`config.mk`:
```
export PLATFORM = sky130hd
export DESIGN_NAME = rdmap_hdr_parse_flat
export DESIGN_NICKNAME = d
export VERILOG_FILES = /design/src/rtl/rdmap_hdr_parse_if.sv /design/src/rtl/rdmap_hdr_parse.sv /design/src/flat_wrapper.sv
export SDC_FILE = /design/constraint.sdc
export NUM_CORES = 1
export LEC_CHECK = 0
export ABC_AREA = 1
export CAP_MARGIN = 10
export CELL_PAD_IN_SITES_DETAIL_PLACEMENT = 1
export CELL_PAD_IN_SITES_GLOBAL_PLACEMENT = 1
export CORE_UTILIZATION = 45
export CTS_CLUSTER_SIZE = 16
export DETAILED_ROUTE_END_ITERATION = 12
export PLACE_DENSITY_LB_ADDON = 0.12
export SYNTH_ARGS = -nofsm -noshare
export SYNTH_HDL_FRONTEND = slang
export SYNTH_SLANG_ARGS = --single-unit
```
`constraint.sdc`:
```
create_clock -name clock -period 5.4 [get_ports clock]
set_input_delay 0.54 -clock clock [delete_from_list [all_inputs] [get_ports clock]]
set_output_delay 0.54 -clock clock [all_outputs]
set_load 0.02 [all_outputs]
```
`src/rtl/rdmap_hdr_parse_if.sv`:
```
// Bundle of DDP-facing inputs and RDMA-operation-facing outputs of the RDMAP header parser.
// The parser uses the slave modport; whatever drives headers and drains records uses master.
interface rdmap_hdr_parse_if;
  logic [55:0] ddp2RdmapHeader;
  logic [7:0]  ddp2RdmapCtrl;
  logic        ddp2RdmapHdrValid;
  logic        infoValid;
  logic [15:0] rdmaControl;
  logic [51:0] rdmaWR;
  logic        infoReady;
  logic        qnRelease;
  logic [3:0]  qnNum;
  logic        hdrError;
  logic        overflow;

  modport master (
    output ddp2RdmapHeader, ddp2RdmapCtrl, ddp2RdmapHdrValid, infoReady,
    input  infoValid, rdmaControl, rdmaWR, qnRelease, qnNum, hdrError, overflow
  );

  modport slave (
    input  ddp2RdmapHeader, ddp2RdmapCtrl, ddp2RdmapHdrValid, infoReady,
    output infoValid, rdmaControl, rdmaWR, qnRelease, qnNum, hdrError, overflow
  );
endinterface

```
`src/rtl/rdmap_hdr_parse.sv`:
```
// Receive-side RDMAP header parser: register, decode by opcode, buffer decoded records
// in a small FIFO, and replay the four queue numbers of each popped ACK.
module rdmap_hdr_parse #(
  parameter int         FIFO_DEPTH  = 4,
  parameter logic [7:0] SEND_OPCODE = 8'h00,
  parameter logic [7:0] RCV_OPCODE  = 8'h01,
  parameter logic [7:0] REQ_OPCODE  = 8'h03,
  parameter logic [7:0] ACK_OPCODE  = 8'h07
) (
  input logic             clock,
  input logic             reset,
  rdmap_hdr_parse_if.slave bus
);
  localparam int PW = $clog2(FIFO_DEPTH);
  localparam int CW = PW + 1;

  typedef struct packed {
    logic [7:0]  ctrl;
    logic [51:0] wr;
    logic [15:0] qn;
    logic        is_ack;
  } rec_t;

  typedef enum logic [2:0] {S_IDLE, S_Q0, S_Q1, S_Q2, S_Q3} qn_state_t;

  logic [55:0]   hdr_reg;
  logic [7:0]    ctrl_reg;
  logic          vld_reg;
  rec_t          dec_rec;
  logic          dec_ok;
  rec_t          mem [FIFO_DEPTH];
  logic [PW-1:0] wr_ptr_reg, rd_ptr_reg;
  logic [CW-1:0] count_reg;
  logic          hdr_error_reg, overflow_reg;
  qn_state_t     state_reg;
  logic [15:0]   qn_latch_reg;
  logic          qn_release_reg;
  logic [3:0]    qn_num_reg;
  rec_t          head;
  logic          empty, full, seq_busy, info_valid, pop, push, ack_pop;

  always_comb begin
    dec_ok      = 1'b0;
    dec_rec     = '0;
    dec_rec.ctrl = ctrl_reg;
    if (ctrl_reg == ACK_OPCODE) begin
      dec_ok         = (hdr_reg[23:0] == 24'd0);
      dec_rec.wr     = {hdr_reg[55:40], 36'd0};
      dec_rec.qn     = hdr_reg[39:24];
      dec_rec.is_ack = 1'b1;
    end else if (ctrl_reg == SEND_OPCODE) begin
      dec_ok     = (hdr_reg[47:0] == 48'd0);
      dec_rec.wr = {8'd0, hdr_reg[55:48], 36'd0};
    end else if (ctrl_reg == REQ_OPCODE || ctrl_reg == RCV_OPCODE) begin
      dec_ok     = (hdr_reg[3:0] == 4'd0);
      dec_rec.wr = hdr_reg[55:4];
    end
  end

  assign head  = mem[rd_ptr_reg];
  assign empty = (count_reg == '0);
  assign full  = (count_reg == CW'(FIFO_DEPTH));
  // Q3 carries the final release, so the next ACK may pop then and continue without a gap.
  assign seq_busy   = (state_reg == S_Q0) || (state_reg == S_Q1) || (state_reg == S_Q2);
  assign info_valid = !empty && !(head.is_ack && seq_busy);
  assign pop        = info_valid && bus.infoReady;
  assign ack_pop    = pop && head.is_ack;
  assign push       = vld_reg && dec_ok && (!full || pop);

  assign bus.infoValid   = info_valid;
  assign bus.rdmaControl = empty ? 16'd0 : {8'd0, head.ctrl};
  assign bus.rdmaWR      = empty ? 52'd0 : head.wr;
  assign bus.hdrError    = hdr_error_reg;
  assign bus.overflow    = overflow_reg;
  assign bus.qnRelease   = qn_release_reg;
  assign bus.qnNum       = qn_num_reg;

  always_ff @(posedge clock) begin
    if (push) mem[wr_ptr_reg] <= dec_rec;
  end

  always_ff @(posedge clock) begin
    if (reset) begin
      hdr_reg       <= '0;
      ctrl_reg      <= '0;
      vld_reg       <= 1'b0;
      wr_ptr_reg    <= '0;
      rd_ptr_reg    <= '0;
      count_reg     <= '0;
      hdr_error_reg <= 1'b0;
      overflow_reg  <= 1'b0;
    end else begin
      hdr_reg       <= bus.ddp2RdmapHeader;
      ctrl_reg      <= bus.ddp2RdmapCtrl;
      vld_reg       <= bus.ddp2RdmapHdrValid;
      hdr_error_reg <= vld_reg && !dec_ok;
      if (vld_reg && dec_ok && full && !pop) overflow_reg <= 1'b1;
      if (push) wr_ptr_reg <= wr_ptr_reg + PW'(1);
      if (pop)  rd_ptr_reg <= rd_ptr_reg + PW'(1);
      case ({push, pop})
        2'b10:   count_reg <= count_reg + CW'(1);
        2'b01:   count_reg <= count_reg - CW'(1);
        default: count_reg <= count_reg;
      endcase
    end
  end

  always_ff @(posedge clock) begin
    if (reset) begin
      state_reg      <= S_IDLE;
      qn_latch_reg   <= '0;
      qn_release_reg <= 1'b0;
      qn_num_reg     <= '0;
    end else begin
      qn_release_reg <= 1'b0;
      qn_num_reg     <= '0;
      case (state_reg)
        S_IDLE: begin
          if (ack_pop) begin
            state_reg    <= S_Q0;
            qn_latch_reg <= head.qn;
          end
        end
        S_Q0: begin
          qn_release_reg <= 1'b1;
          qn_num_reg     <= qn_latch_reg[15:12];
          state_reg      <= S_Q1;
        end
        S_Q1: begin
          qn_release_reg <= 1'b1;
          qn_num_reg     <= qn_latch_reg[11:8];
          state_reg      <= S_Q2;
        end
        S_Q2: begin
          qn_release_reg <= 1'b1;
          qn_num_reg     <= qn_latch_reg[7:4];
          state_reg      <= S_Q3;
        end
        S_Q3: begin
          qn_release_reg <= 1'b1;
          qn_num_reg     <= qn_latch_reg[3:0];
          if (ack_pop) begin
            state_reg    <= S_Q0;
            qn_latch_reg <= head.qn;
          end else begin
            state_reg <= S_IDLE;
          end
        end
        default: state_reg <= S_IDLE;
      endcase
    end
  end
endmodule

```
`src/flat_wrapper.sv`:
```
// flat-port wrapper written by rule: the top's interface ports become plain ports
module rdmap_hdr_parse_flat 
#(
  parameter int         FIFO_DEPTH  = 4,
  parameter logic [7:0] SEND_OPCODE = 8'h00,
  parameter logic [7:0] RCV_OPCODE  = 8'h01,
  parameter logic [7:0] REQ_OPCODE  = 8'h03,
  parameter logic [7:0] ACK_OPCODE  = 8'h07
)
  (clock, reset, bus_ddp2RdmapHeader, bus_ddp2RdmapCtrl, bus_ddp2RdmapHdrValid, bus_infoReady, bus_infoValid, bus_rdmaControl, bus_rdmaWR, bus_qnRelease, bus_qnNum, bus_hdrError, bus_overflow);
  rdmap_hdr_parse_if bus_i ();
  input logic clock;
  input logic reset;
  input wire logic [$bits(bus_i.ddp2RdmapHeader)-1:0] bus_ddp2RdmapHeader;
  input wire logic [$bits(bus_i.ddp2RdmapCtrl)-1:0] bus_ddp2RdmapCtrl;
  input wire logic [$bits(bus_i.ddp2RdmapHdrValid)-1:0] bus_ddp2RdmapHdrValid;
  input wire logic [$bits(bus_i.infoReady)-1:0] bus_infoReady;
  output wire logic [$bits(bus_i.infoValid)-1:0] bus_infoValid;
  output wire logic [$bits(bus_i.rdmaControl)-1:0] bus_rdmaControl;
  output wire logic [$bits(bus_i.rdmaWR)-1:0] bus_rdmaWR;
  output wire logic [$bits(bus_i.qnRelease)-1:0] bus_qnRelease;
  output wire logic [$bits(bus_i.qnNum)-1:0] bus_qnNum;
  output wire logic [$bits(bus_i.hdrError)-1:0] bus_hdrError;
  output wire logic [$bits(bus_i.overflow)-1:0] bus_overflow;
  assign bus_i.ddp2RdmapHeader = bus_ddp2RdmapHeader;
  assign bus_i.ddp2RdmapCtrl = bus_ddp2RdmapCtrl;
  assign bus_i.ddp2RdmapHdrValid = bus_ddp2RdmapHdrValid;
  assign bus_i.infoReady = bus_infoReady;
  assign bus_infoValid = bus_i.infoValid;
  assign bus_rdmaControl = bus_i.rdmaControl;
  assign bus_rdmaWR = bus_i.rdmaWR;
  assign bus_qnRelease = bus_i.qnRelease;
  assign bus_qnNum = bus_i.qnNum;
  assign bus_hdrError = bus_i.hdrError;
  assign bus_overflow = bus_i.overflow;
  rdmap_hdr_parse #(.FIFO_DEPTH(FIFO_DEPTH), .SEND_OPCODE(SEND_OPCODE), .RCV_OPCODE(RCV_OPCODE), .REQ_OPCODE(REQ_OPCODE), .ACK_OPCODE(ACK_OPCODE)) u_core (.clock(clock), .reset(reset), .bus(bus_i));
endmodule
```
* Word level (Yosys, flattened, before mapping)
Memory sizes are Yosys's and may differ from the RTL's. A register that Yosys moved wholly into a read port is not among the register bits. Index checks and enable logic that the tools add are counted. W data, S select, Z words.
Cells by class: $add $sub $neg 4, equal/unequal tests 11, mux-type cells 19, reductions and logical operators 28
Operators with widths (number):
- $mux W52 | 4
- $logic_not A48 Y1 | 1
- $logic_not A24 Y1 | 1
- $mux W17 | 1
- $pmux W4 S4 | 1
- $pmux W3 S5 | 1
- $logic_and A1 B1 Y1 | 9
- $eq A8 B1 Y1 const B | 1
- $eq A8 B2 Y1 const B | 1
- $eq A8 B3 Y1 const B | 1
- $logic_not A8 Y1 | 1
- $mux W8 | 1
- $mux W1 | 7
- $eq A3 B2 Y1 const B | 2
- $eq A3 B3 Y1 const B | 2
- $logic_not A3 Y1 | 2
- $pmux W3 S2 | 1
- $logic_not A1 Y1 | 5
- $add A2 B1 Y2 const B | 2
- $logic_not A4 Y1 | 1
- $logic_or A1 B1 Y1 | 4
- $mux W2 | 2
- $reduce_or A4 Y1 | 1
- $add A3 B1 Y3 const B | 1
- other kinds (9) | 9
Word-level totals: bits in registers 98, RAM bits 308, bits of input ports 68, output and inout port bits 76, word-level logic and storage cells 75, memories kept 1
Memory list:
- u_core.mem | words 4, bits a word 77, read ports 1, clocked after Yosys merged registers in 1, wr ports 1, line rdmap_hdr_parse.sv:31 | rec_t mem [FIFO_DEPTH];

* Longest topological paths before layout
Gate-level depths: netlist (run 1).
depth in word-level cells 11, depth in mapped cells 16, depth with buffers taken out 16

* Worst setup path before layout (run 1)
OpenSTA, ideal clock, no wires.
kind reg2reg, start reg u_core.ctrl_reg[0], end mem u_core.mem[0][0] (netlist bit), enable pin, setup time 0.513 ns, arrival 4.350 ns, data required time 4.887 ns, path slack 0.536 ns, cell stages (with the launch flop) 9, path buffers 0, period minus slack after synthesis 4.864 ns, cell sequence dfxtp_1 inv_1 nor2_2 nand4_2 o21ai_1 nand2_1 nand2_2 nand3_2 nor2_1
On the way: longest elaborated chain between the ends 9, elaborated cells between the ends (all ways) 12, classes of those cells 3 x eq/ne; 5 x mux; 4 x reduce/logical
RTL lines:
- start: declaration | line rdmap_hdr_parse.sv:27 | logic [7:0] ctrl_reg;
- start signal: assignment | line rdmap_hdr_parse.sv:94 | ctrl_reg <= bus.ddp2RdmapCtrl;
- $eq A8 B2 Y1 or $eq A8 B1 Y1 (tied branches) | line rdmap_hdr_parse.sv:54 | end else if (ctrl_reg == REQ_OPCODE || ctrl_reg == RCV_OPCODE) begin
- $logic_or A1 B1 Y1 | line rdmap_hdr_parse.sv:54
- $mux W1 | line rdmap_hdr_parse.sv:54
- $mux W1 | line rdmap_hdr_parse.sv:51 | end else if (ctrl_reg == SEND_OPCODE) begin
- $mux W1 (*) | line rdmap_hdr_parse.sv:46 | if (ctrl_reg == ACK_OPCODE) begin
- $logic_and A1 B1 Y1 (*) (2 in a row) | line rdmap_hdr_parse.sv:68 | assign push = vld_reg && dec_ok && (!full || pop);
- $mux W1 (*) | line rdmap_hdr_parse.sv:79 | if (push) mem[wr_ptr_reg] <= dec_rec;
- $mux W1 (not written as such) (*) | line rdmap_hdr_parse.sv:79
- end: declaration | line rdmap_hdr_parse.sv:31
Every way passes the cells marked *; elsewhere a longest branch is shown, timed or not.

==> impl_metrics.py, run 1 <==
metrics = {
    "synthesis": {
        "synthFlopType": "edfxtp_1",
        "synth_cells": 1448,
        "synth_common_cells": "nor2_1 (461), edfxtp_1 (308), o21ai_0 (186)",
        "synth.largest_area_cell": "edfxtp_1",
        "yosysWarnings": 0,
        "ys_types": 33,
        "ys_seq_elements": 408,
        "syn_area_sq_um": 15800,
        "synthTopCellsByArea": "edfxtp_1 (59%), dfxtp_1 (13%), nor2_1 (11%), o21ai_0 (5.9%), inv_1 (3.4%)",
        "yosysMostFrequentCell": "nor2_1",
        "synth_area_per_cell_sq_um": 10.9,
        "synthArstFlopShare_pct": 0,
        "synth_top_cell_area_share_pct": 58.6,
        "synth_seq_area_share_pct": 71.3,
        "synth-edff-count": 308,
    },
    "detailed_routing": {
        "drc_errors": 0,
        "ant_nets": 0,
        "first_pass_iters": 5,
        "routedWlPerCell_um": 18.9,
        "vias_per_cell": 5.16,
        "via_count": 10600,
        "drtIter0Drc": 563,
        "drt-total-wl_mm": 39.0,
    },
    "timing": {
        "fin_crit_ps": 4210,
        "slew_headroom_pct": 27.9,
        "tns_ps": 0,
        "max_freq_ghz": 0.237,
        "final_hold_viol_count": 0,
        "worst_pin_slew_ps": 1080,
        "finalCritPeriodShare_pct": 78.0,
        "fin_skew_ps": 17.5,
        "rsz0062_at_grt": "false",
        "setup_violations": 0,
        "slew_violations": 0,
    },
    "die": {
        "start_util_pct": 45.7,
        "ioPinCount": 144,
        "rows": 68,
        "core_sq_um": 34500,
        "dieArea_sq_um": 35800,
        "die_x_um": 189,
        "dieHeight_um": 189,
    },
    "cells_and_area": {
        "area_growth_pct": 19.8,
        "largest_reg_flops": 308,
        "diodes": 0,
        "num-nets-final": 1643,
        "drive_above_1_share_pct": 6.30,
        "finish.instance_area_sq_um": 18900,
        "fin_cells": 2057,
    },
    "clock_tree": {
        "cts_buffers": 43,
        "ctsResizeCount": 0,
        "clkTransAtPathRegs_ps": 60,
        "htree_levels": 2,
        "post_cts_buffers": 0,
        "ctsHoldBuffers": 0,
        "cts_num_sinks": 408,
        "cts_tree": "built",
        "cts_buffer_depth": 3,
        "cts-root-buf": "clkbuf_16",
        "clkLatencyLatePin_ps": 530,
    },
    "run": {
        "cap_violations": 0,
    },
    "worst_setup_path": {
        "cp_common_cell": "nor2_1",
        "cp_top_family": "buffers and inverters",
        "cp_slowest_stage_delay_ps": 870,
        "critical_path_arrival_ps": 3670,
        "worstSetupPathType": "register to output port",
        "crit_chain": "buf_4, nor2_1, nor2_1, o21ai_0, a21oi_1, clkdlybuf4s50_1",
        "crit_slowest_cell": "buf_4",
        "crit_required_ps": 4860,
        "cp-start-kind": "register",
        "crit_fanout": 86,
        "crit_cells": 6,
        "end_kind": "output port",
        "worst-r2r-cell-count": 12,
        "crit_buf_inv": 2,
    },
    "status": {
        "outcome": "finished, final reports clean",
    },
    "pwr": {
        "total_power_mw": 6.98,
        "powerDensity_nw_per_um2": 370,
        "ir_worst_vdd_v": 0.000218,
        "p_leak_nw": 6.71,
    },
    "placement": {
        "place_area_sq_um": 17500,
        "port_buffers": 135,
        "place.gp.congestion": 0.736,
        "dp_hpwl_mm": 22.4,
        "place_inst": 1980,
    },
    "grt": {
        "grt_pass1_vias": 11200,
        "grt_usage_pct": 21.9,
        "overflow": 0,
        "grt_pass1_wl_mm": 60.5,
        "grt_max_degree": 111,
        "grt_antenna_before_repair": 0,
    },
    "worst_hold_path": {
        "hold_path.class": "register to register",
        "min_path_cells": 1,
    },
}
## final timing paths
path | start | end | slack [ps]
setup / recovery | register | bus_rdmaWR[7] | 1190
hold / removal | u_core.rd_ptr_reg[1] | register | 450
setup reg to reg | register | u_core.mem[0][56] | 1590
hold reg to reg | u_core.rd_ptr_reg[1] | register | 450
## metrics by stage
step	hold slack, ps	setup WS, ps	utilization [%]
2_1_floorplan	412	536	-
3_3_place_gp	423	1660	50.7
4_1_cts	448	1140	54.7
5_1_grt	485	965	54.7
3_5_place_dp	439	1520	50.7
6_report	447	1190	54.7
## cell families after synthesis
family | count (synthesis) | synth area share [%]
and+or+nand+nor | 515 | 12.8
buffers and inverters | 227 | 5.84
other | 1 | 0.0238
DFF | 408 | 71.3
adders and majority gates | 5 | 0.444
AOI/OAI and AO/OA | 292 | 9.56
## routing by layer
| metal | GRT usage [%] | vias up | part of all wire, % |
|---|---|---|---|
| met2 | 39.6 | 199 | 51 |
| li1 | - | 5067 | - |
| met4 | 6.45 | 0 | 2.4 |
| met1 | 27.2 | 5282 | 44 |
| met3 | 3.06 | 64 | 3.4 |
| met5 | 0 | - | 0 |
## area by class of cell
class	instances	area [sq um]
repair buffers	151	1490
multi-input cells	820	3660
clock inverters	19	199
fillers	3696	15600
flip-flops and latches	408	11300
clock buffers	58	1170
well taps	455	569
inverters	146	549
## where the power goes
part           switching [mW]  internal [mW]  total, mW
combinational           0.447          0.230      0.677
clock                    1.17           1.71       2.88
sequential             0.0526           3.37       3.43
## cells in the final DEF (no fill, tap or decap), types with 31 or more instances in the layout
cell type          n
a21oi_1           76
clkbuf_16         43
clkdlybuf4s50_1  134
dfxtp_1           98
edfxtp_1         308
inv_1            140
nand2_1           31
nor2_1           457
o21ai_0          186
Note: power is estimated with default switching activity, not from simulation.
==> run 2: changes to the inputs <==
==> constraint.sdc (replaced) <==
create_clock -name clock -period 4.1 [get_ports clock]
set_input_delay 0.41 -clock clock [delete_from_list [all_inputs] [get_ports clock]]
set_output_delay 0.41 -clock clock [all_outputs]
set_load 0.02 [all_outputs]
==> run 2 against run 1 <==
First-iteration DRC count down 5.5%. Cell count is 0.24% higher. Clock-buffer cell count rose by 1. Clock power up 25%. Die area is the same. Worst setup slack worse by 530 ps. Combinational power grew 38%. Critical path type unchanged. Largest power group unchanged.
==> impl_metrics.py, run 2 (synthesis results as in run 1) <==
metrics = {
    "clock_tree": {
        "cts_buffers": 42,
        "ctsResizeCount": 0,
        "htree_levels": 2,
        "clkTransAtPathRegs_ps": 60,
        "ctsHoldBuffers": 0,
        "clkLatencyLatePin_ps": 530,
        "cts-root-buf": "clkbuf_16",
        "cts_num_sinks": 408,
        "cts_tree": "built",
        "post_cts_buffers": 0,
        "cts_buffer_depth": 3,
    },
    "run": {
        "cap_violations": 0,
    },
    "pwr": {
        "power_frac_seq_pct": 49.7,
        "switching_share_pct": 24.0,
        "total_power_mw": 9.04,
        "intPower_mw": 6.87,
        "switchingPower_mw": 2.17,
        "p_clk_share_pct": 40.0,
        "powerDensity_nw_per_um2": 479,
        "ir_worst_vdd_v": 0.000292,
        "combPwrFrac_pct": 10.4,
        "p_leak_nw": 6.71,
    },
    "placement": {
        "dp_hpwl_mm": 22.7,
        "port_buffers": 135,
        "place_inst": 1985,
        "place.gp.congestion": 0.740,
        "place_area_sq_um": 17600,
        "post-place-ws_ps": 995,
    },
    "detailed_routing": {
        "routedWlPerCell_um": 18.8,
        "drt-total-wl_mm": 38.7,
        "first_pass_iters": 5,
        "via_count": 10600,
        "drtIter0Drc": 532,
        "drc_errors": 0,
        "ant_nets": 0,
        "vias_per_cell": 5.14,
    },
    "worst_setup_path": {
        "worst-r2r-cell-count": 10,
        "worstReg2RegEnd": "u_core.mem[2][14]",
        "end_kind": "output port",
        "r2r_start": "u_core.ctrl_reg[7]",
        "crit_fanout": 23,
        "worstSetupPathType": "register to output port",
        "cp_slowest_stage_delay_ps": 630,
        "crit_buf_inv": 3,
        "crit_slowest_cell": "nor2_4",
        "crit_chain": "nor2_1, inv_1, nor2_4, buf_4, a21oi_1, clkdlybuf4s50_1",
        "cp-start-kind": "register",
        "regToRegSetupSlack_ps": 1000,
        "cp_top_family": "buffers and inverters",
        "crit_required_ps": 3690,
        "critical_path_arrival_ps": 3040,
    },
    "worst_hold_path": {
        "min_path_cells": 3,
        "hold_path.class": "input port to register",
        "min_to": "u_core.hdr_reg[23]",
        "hp-start": "bus_ddp2RdmapHeader[23]",
    },
    "timing": {
        "setup_violations": 0,
        "fin_skew_ps": 15.3,
        "layout_setup_ws_ps": 655,
        "fin_crit_ps": 3450,
        "slew_violations": 0,
        "max_freq_ghz": 0.290,
        "worst_pin_slew_ps": 1060,
        "slew_headroom_pct": 29.5,
        "rsz0062_at_grt": "false",
        "final_hold_viol_count": 0,
        "finalCritPeriodShare_pct": 84.0,
    },
    "cells_and_area": {
        "drive_above_1_share_pct": 6.47,
        "most-common-layout-cells": "nor2_1 (457), edfxtp_1 (308), o21ai_0 (186)",
        "fin_cells": 2062,
        "layout.cells.most_common": "nor2_1",
        "multi_input_area_sq_um": 3660,
        "regArea_sq_um": 11300,
        "diodes": 0,
        "area_growth_pct": 19.6,
        "largest_reg_flops": 308,
        "finish.instance_area_sq_um": 18900,
        "num-nets-final": 1647,
        "n_fill_cell": 3704,
    },
    "die": {
        "core_sq_um": 34500,
        "start_util_pct": 45.7,
        "rows": 68,
        "ioPinCount": 144,
        "dieArea_sq_um": 35800,
        "die_x_um": 189,
        "dieHeight_um": 189,
    },
    "grt": {
        "grt_pass1_vias": 11200,
        "grt_pass1_wl_mm": 60.3,
        "grt_usage_pct": 21.8,
        "grt_antenna_before_repair": 0,
        "overflow": 0,
        "grt_max_degree": 97,
    },
    "status": {
        "outcome": "finished, final reports clean",
    },
}
[run 2: cell types whose count changed in the layout (fill, tap and decap cells not counted), sizes merged]
cell | before | now
clkinv | 15 | 19
bufinv | 4 | 1
clkinvlp | 2 | 0
clkbuf | 58 | 59
buf | 17 | 22
[run 2: worst reg2reg max path, stage by stage (launching register included)]
cell and delay (ps):
dfxtp_1 350, nor2_1 130, nand2_1 100, inv_1 90, nand2_1 60, nor2_1 610, nand3_1 180, nand2_2 160
nand3_2 260, nor2_4 180, buf_4 590
[run 2: cell type report]
cell class,count,share of cell area (%)
inverters,146,2.91
flip-flops and latches,408,59.7
clock inverters,18,0.577
repair buffers,156,8.04
well taps,455,3.02
multi-input cells,820,19.4
clock buffers,59,6.39
[run 2: worst max-delay path by stage]
stage,from,end,depth (start not counted)
2_1_floorplan,u_core.ctrl_reg[0],u_core.mem[0][0],8
3_3_place_gp,u_core.ctrl_reg[7],u_core.mem[2][50],10
3_5_place_dp,u_core.ctrl_reg[7],u_core.mem[2][50],10
4_1_cts,register,bus_rdmaWR[11],6
5_1_grt,register,bus_rdmaWR[11],6
6_report,u_core.count_reg[0],bus_rdmaWR[41],6
[run 2: layer usage]
layer	wire, um	GRT usage [%]
met4	832	6.92
met2	19900	38.9
met5	0	0
met3	1210	2.65
met1	16800	27.5
[run 2: power groups by stage]
| stage | registers, mW | clock network [mW] | logic [mW] |
|---|---|---|---|
| 2_1_floorplan | 4.55 | 0 | 0.574 |
| 3_3_place_gp | 4.57 | 0 | 0.906 |
| 3_5_place_dp | 4.58 | 0 | 0.940 |
| 4_1_cts | 4.49 | 3.69 | 0.948 |
| 5_1_grt | 4.49 | 3.85 | 1.03 |
| 6_report | 4.49 | 3.61 | 0.937 |
[run 2: per-stage QoR]
| step | util (%) | setup TNS [ps] | hold WS [ps] |
|---|---|---|---|
| floorplan | - | -235160 | 412 |
| global placement | 50.8 | 0 | 420 |
| detailed placement | 50.8 | 0 | 433 |
| CTS | 54.6 | 0 | 376 |
| global route | 54.6 | 0 | 381 |
| finish | 54.6 | 0 | 396 |
==> run 3: changes to the inputs <==
==> constraint.sdc (replaced) <==
create_clock -name clock -period 3.3 [get_ports clock]
set_input_delay 0.33 -clock clock [delete_from_list [all_inputs] [get_ports clock]]
set_output_delay 0.33 -clock clock [all_outputs]
set_load 0.02 [all_outputs]
==> run 3 against run 2 <==
Clock skew increased by 1.2 ps. Routed wire length increased by 2.4%. Core utilization increased by 0.83 points. Clock power increased by 31%. Final area increased by 1.5%. Via count decreased by 0.11%. Combinational power increased by 27%. Largest cell class unchanged. Largest power group unchanged.
==> impl_metrics.py, run 3 (synthesis results as in run 1) <==
metrics = {
    "worst_setup_path": {
        "regToRegSetupSlack_ps": 720,
        "crit_required_ps": 2970,
        "crit_slowest_cell": "buf_4",
        "end_kind": "output port",
        "crit_buf_inv": 3,
        "worstSetupPathType": "register to output port",
        "cp_top_family": "buffers and inverters",
        "crit_chain": "buf_4, buf_4, nor2_1, o21ai_0, a21oi_1, clkdlybuf4s50_1",
        "cp_slowest_stage_delay_ps": 720,
        "cp_common_cell": "buf_4",
        "cp-start-kind": "register",
        "critical_path_arrival_ps": 2830,
        "crit_fanout": 59,
    },
    "cells_and_area": {
        "num-nets-final": 1657,
        "finish.instance_area_sq_um": 19200,
        "layout.cells.most_common": "nor2_1",
        "diodes": 0,
        "fin_cells": 2073,
        "most-common-layout-cells": "nor2_1 (457), edfxtp_1 (308), o21ai_0 (186)",
        "area_growth_pct": 21.5,
        "largest_reg_flops": 308,
        "final_core_util_pct": 55.4,
        "drive_above_1_share_pct": 6.98,
    },
    "die": {
        "dieHeight_um": 189,
        "dieArea_sq_um": 35800,
        "start_util_pct": 45.7,
        "rows": 68,
        "ioPinCount": 144,
        "core_sq_um": 34500,
        "die_x_um": 189,
    },
    "placement": {
        "place_area_sq_um": 17700,
        "post-place-ws_ps": 695,
        "place.gp.congestion": 0.757,
        "port_buffers": 135,
        "place_inst": 1994,
        "dp_hpwl_mm": 23.8,
    },
    "worst_hold_path": {
        "hold_path.class": "input port to register",
    },
    "pwr": {
        "p_clk_share_pct": 41.1,
        "switching_share_pct": 23.6,
        "combPwrFrac_pct": 10.3,
        "powerDensity_nw_per_um2": 601,
        "switchingPower_mw": 2.72,
        "intPower_mw": 8.79,
        "ir_worst_vdd_v": 0.000451,
        "total_power_mw": 11.5,
        "power_frac_seq_pct": 48.5,
        "p_leak_nw": 6.83,
    },
    "detailed_routing": {
        "first_pass_iters": 4,
        "drc_errors": 0,
        "via_count": 10600,
        "routedWlPerCell_um": 19.1,
        "ant_nets": 0,
        "drt-total-wl_mm": 39.7,
        "vias_per_cell": 5.11,
        "drtIter0Drc": 583,
    },
    "grt": {
        "grt_pass1_vias": 11200,
        "grt_pass1_wl_mm": 62.0,
        "grt_usage_pct": 22.5,
        "grt_antenna_before_repair": 0,
        "overflow": 0,
        "grt_max_degree": 87,
    },
    "clock_tree": {
        "post_cts_buffers": 0,
        "htree_levels": 2,
        "cts_tree": "built",
        "cts_buffers": 43,
        "cts_num_sinks": 408,
        "clkLatencyLatePin_ps": 540,
        "cts-root-buf": "clkbuf_16",
        "cts_buffer_depth": 3,
        "clkTransAtPathRegs_ps": 60,
    },
    "run": {
        "cap_violations": 0,
    },
    "timing": {
        "setup_violations": 0,
        "worst_pin_slew_ps": 881,
        "fin_skew_ps": 16.5,
        "max_freq_ghz": 0.317,
        "slew_violations": 0,
        "rsz0062_at_grt": "false",
        "fin_crit_ps": 3160,
        "slew_headroom_pct": 41.2,
        "layout_setup_ws_ps": 142,
        "holdWs_ps": 304,
        "finalCritPeriodShare_pct": 95.7,
        "final_hold_viol_count": 0,
        "tns_ps": 0,
    },
    "status": {
        "outcome": "finished, final reports clean",
    },
}
-- run 3: timing repair --
action,in CTS,in global routing
gates resized for setup,0,1
hold buffers,0,0
endpoints found under the setup margin,0,1
-- run 3: worst paths after layout --
kind              depth (start not counted)                     from            endpoint
setup reg to reg                         10       u_core.ctrl_reg[6]   u_core.mem[3][44]
hold / removal                            3  bus_ddp2RdmapHeader[24]  u_core.hdr_reg[24]
hold reg to reg                           1     u_core.rd_ptr_reg[1]            register
setup / recovery                          6                 register      bus_rdmaWR[42]
-- run 3: power groups by stage --
| stage | Clock [mW] | Sequential (mW) | Combinational (mW) |
|---|---|---|---|
| floorplan | 0 | 5.66 | 0.713 |
| global placement | 0 | 5.69 | 1.17 |
| detailed placement | 0 | 5.69 | 1.20 |
| CTS | 4.82 | 5.59 | 1.20 |
| global route | 5.02 | 5.59 | 1.31 |
| finish | 4.73 | 5.58 | 1.19 |
-- run 3: final cells by class --
class / instances / area, sq um
clock buffers: 71 / 1350
clock inverters: 8 / 60.1
fillers: 3674 / 15400
inverters: 146 / 551
multi-input cells: 820 / 3660
flip-flops and latches: 408 / 11300
well taps: 455 / 569
repair buffers: 165 / 1710
-- run 3: metal layers --
metal  up-vias  wire length, um  share of wire (%)  track usage, %
met1      5259            17400                 44            28.7
met5         -                0                  0               0
met4         0              708                1.8            5.83
met3        49             1370                3.5            2.95
li1       5093                -                  -               -
met2       184            20200                 51            40.4
-- run 3: tightest hold or removal path, stage by stage --
cell             delay [ps]
clkdlybuf4s50_1         390
inv_1                    50
nor2_1                   30
==> variant: new RTL, flow settings as in run 2 <==
Re-encode `qn_state_t` (5 states) as Gray code, 3 bits wide.
--- a/src/rtl/rdmap_hdr_parse.sv
+++ b/src/rtl/rdmap_hdr_parse.sv
@@ -23,3 +23,3 @@
 
-  typedef enum logic [2:0] {S_IDLE, S_Q0, S_Q1, S_Q2, S_Q3} qn_state_t;
+  typedef enum logic [2:0] {S_IDLE = 3'b000, S_Q0 = 3'b001, S_Q1 = 3'b011, S_Q2 = 3'b010, S_Q3 = 3'b110} qn_state_t;
 
Check against the original RTL: same outputs for any inputs over 4 cycles, from zero or initial values and one cycle with reset high; so few cycles prove little.
==> variant against run 2 <==
Clock skew is 0.0018 ns lower; synthesized area is 0.22% lower; wire length is 4.4% higher; final area is 0.64% higher; register-to-register slack worse by 0.14 ns; final cell count hardly changed; die area is 0.22% lower; power is 4.0% higher; worst setup slack worse by 0.076 ns; sequential cell count stayed put; critical path type unchanged.
==> variant: results (changes against run 2) <==
Layout:
- The number of fillers in the final layout is 3632 (was 3704).
- The number of diodes is 0 (unchanged).
- The layout net count is 1648 (was 1647).
- The area added between synthesis and finish is 20.7% (was 19.6%).
- The layout cell share with drive strength beyond 1 is 6.22% (was 6.47%).
- The flip-flop count of the largest register after layout is 308 (unchanged).
- The non-filler instance count after layout came to 2064 (was 2062).

Critical path:
- The reg-to-reg critical path startpoint is u_core.ctrl_reg[5] (was u_core.ctrl_reg[7]).
- The largest fanout of any net on the critical path came to 94 (was 23).
- The nature of the critical path startpoint is a flip-flop (unchanged).
- The arrival time at the worst endpoint came to 3.11 ns (was 3.04 ns).

Route:
- The routed via count divided by cell count came to 5.20 (was 5.14).
- The number of routed nets with antenna violations was 0 (unchanged).
- The first-iteration detailed-routing DRC count is 712 (was 532).
- The per-cell routed wire length is 19.6 um (was 18.8 um).
- The detailed-router iteration count before antenna repair is 4 (was 5).

Power:
- The leakage power was 0.00671 uW (about the same).
- The switching share of power was 24.4% (was 24.0%).
- The highest ir drop seen on vdd came to 0.457 mV (was 0.292 mV).

Outcome:
- Run status: completed (unchanged).

Placement:
- The half-perimeter wire length of the detailed placement result is 23600 um (was 22700 um).
- The post-placement setup slack is 0.886 ns (was 0.995 ns).
- The post-place instance area is 17600 um2 (about the same).
- The count of buffers from port buffering was 135 (unchanged).
- The final estimated routing congestion in global placement is 0.764 (was 0.740).

Yosys:
- The yosys synthesis warning count is 0 (unchanged).
- The most used flip-flop cell after synthesis is sky130_fd_sc_hd__edfxtp_1 (unchanged).
- Top cells by count, synth: sky130_fd_sc_hd__nor2_1, sky130_fd_sc_hd__edfxtp_1, sky130_fd_sc_hd__o21ai_0 (unchanged).
- The portion of the post-synthesis area used by sequential elements was 71.5% (was 71.3%).
- The average cell area after synthesis is 10.9 um2 (about the same).
- The number of distinct library cell variants in the gate-level netlist after synthesis is 31 (was 33).
- The async set-reset flop share out of synthesis was 0% (unchanged).
- Top cells by area in the synthesized netlist: sky130_fd_sc_hd__edfxtp_1, sky130_fd_sc_hd__dfxtp_1, sky130_fd_sc_hd__nor2_1 (unchanged).

Global routing:
- The number of global-route vias before repair is 11400 (was 11200).
- The first-pass GRT wire length is 63400 um (was 60300 um).
- The total global routing track utilization was 23.1% (was 21.8%).
- The number of antenna violations at the first check in global routing was 0 (unchanged).
- The largest net degree at the start of global routing is 139 (was 97).

Clocking:
- The post-CTS setup repair buffer count was 0 (unchanged).
- The clock tree root driver cell is sky130_fd_sc_hd__clkbuf_16 (unchanged).
- The number of buffers created by CTS is 43 (was 42).
- The number of H-tree levels was 2 (unchanged).
- The latest clock arrival within the worst-skew pair came to 0.53 ns (about the same).

Timing:
- The worst clock skew on the final layout is 0.0136 ns (was 0.0153 ns).
- The max-slew headroom at the worst pin is 27.7% (was 29.5%).

Hold path:
- The start point of the worst min-delay path is bus_ddp2RdmapHeader[20] (was bus_ddp2RdmapHeader[23]).
## variant: critical path, stage by stage, from the launching register on
cell                              delay, ns
sky130_fd_sc_hd__dfxtp_4               0.43
sky130_fd_sc_hd__clkinv_2              0.10
sky130_fd_sc_hd__buf_4                 0.74
sky130_fd_sc_hd__o21ai_0               0.29
sky130_fd_sc_hd__a21oi_1               0.35
sky130_fd_sc_hd__clkdlybuf4s50_1       0.67
## variant: layer usage
layer  share of wire (%)  GRT usage, %
met2                  49          39.7
met3                 3.7          2.76
met4                 1.2          4.68
met1                  46          31.5
met5                   0             0
## variant: power groups by stage
stage / Sequential, uW / Combinational (uW) / Clock [uW]
global route: 4520 / 1140 / 4070
CTS: 4510 / 1050 / 3920
floorplan: 4580 / 621 / 0
global placement: 4600 / 1020 / 0
detailed placement: 4600 / 1040 / 0
finish: 4520 / 1040 / 3840
## variant: layout make-up
class,count,area share (%)
clock inverter,8,0.474
inverter,143,2.83
timing repair buffer,154,8.24
multi-input combinational,825,19.3
clock buffer,71,6.92
tap,455,3.00
sequential,408,59.3
## variant: logic make-up after synthesis
family / after synthesis / share of synthesized area (%)
adder cells (fa/ha/maj): 5 / 0.445
buffers and inverters: 224 / 5.66
flip-flops: 408 / 71.5
AND/OR/NAND/NOR: 519 / 12.7
AO/OA/AOI/OAI: 293 / 9.69
other: 1 / 0.0238
## variant: final timing paths
path / endpoint / cells past startpoint / slack [ns]
min reg2reg: u_core.qn_latch_reg[4] / 2 / 0.46
min: u_core.hdr_reg[20] / 3 / 0.39
max: bus_rdmaWR[23] / 5 / 0.58
max reg2reg: u_core.mem[3][48] / 11 / 0.86
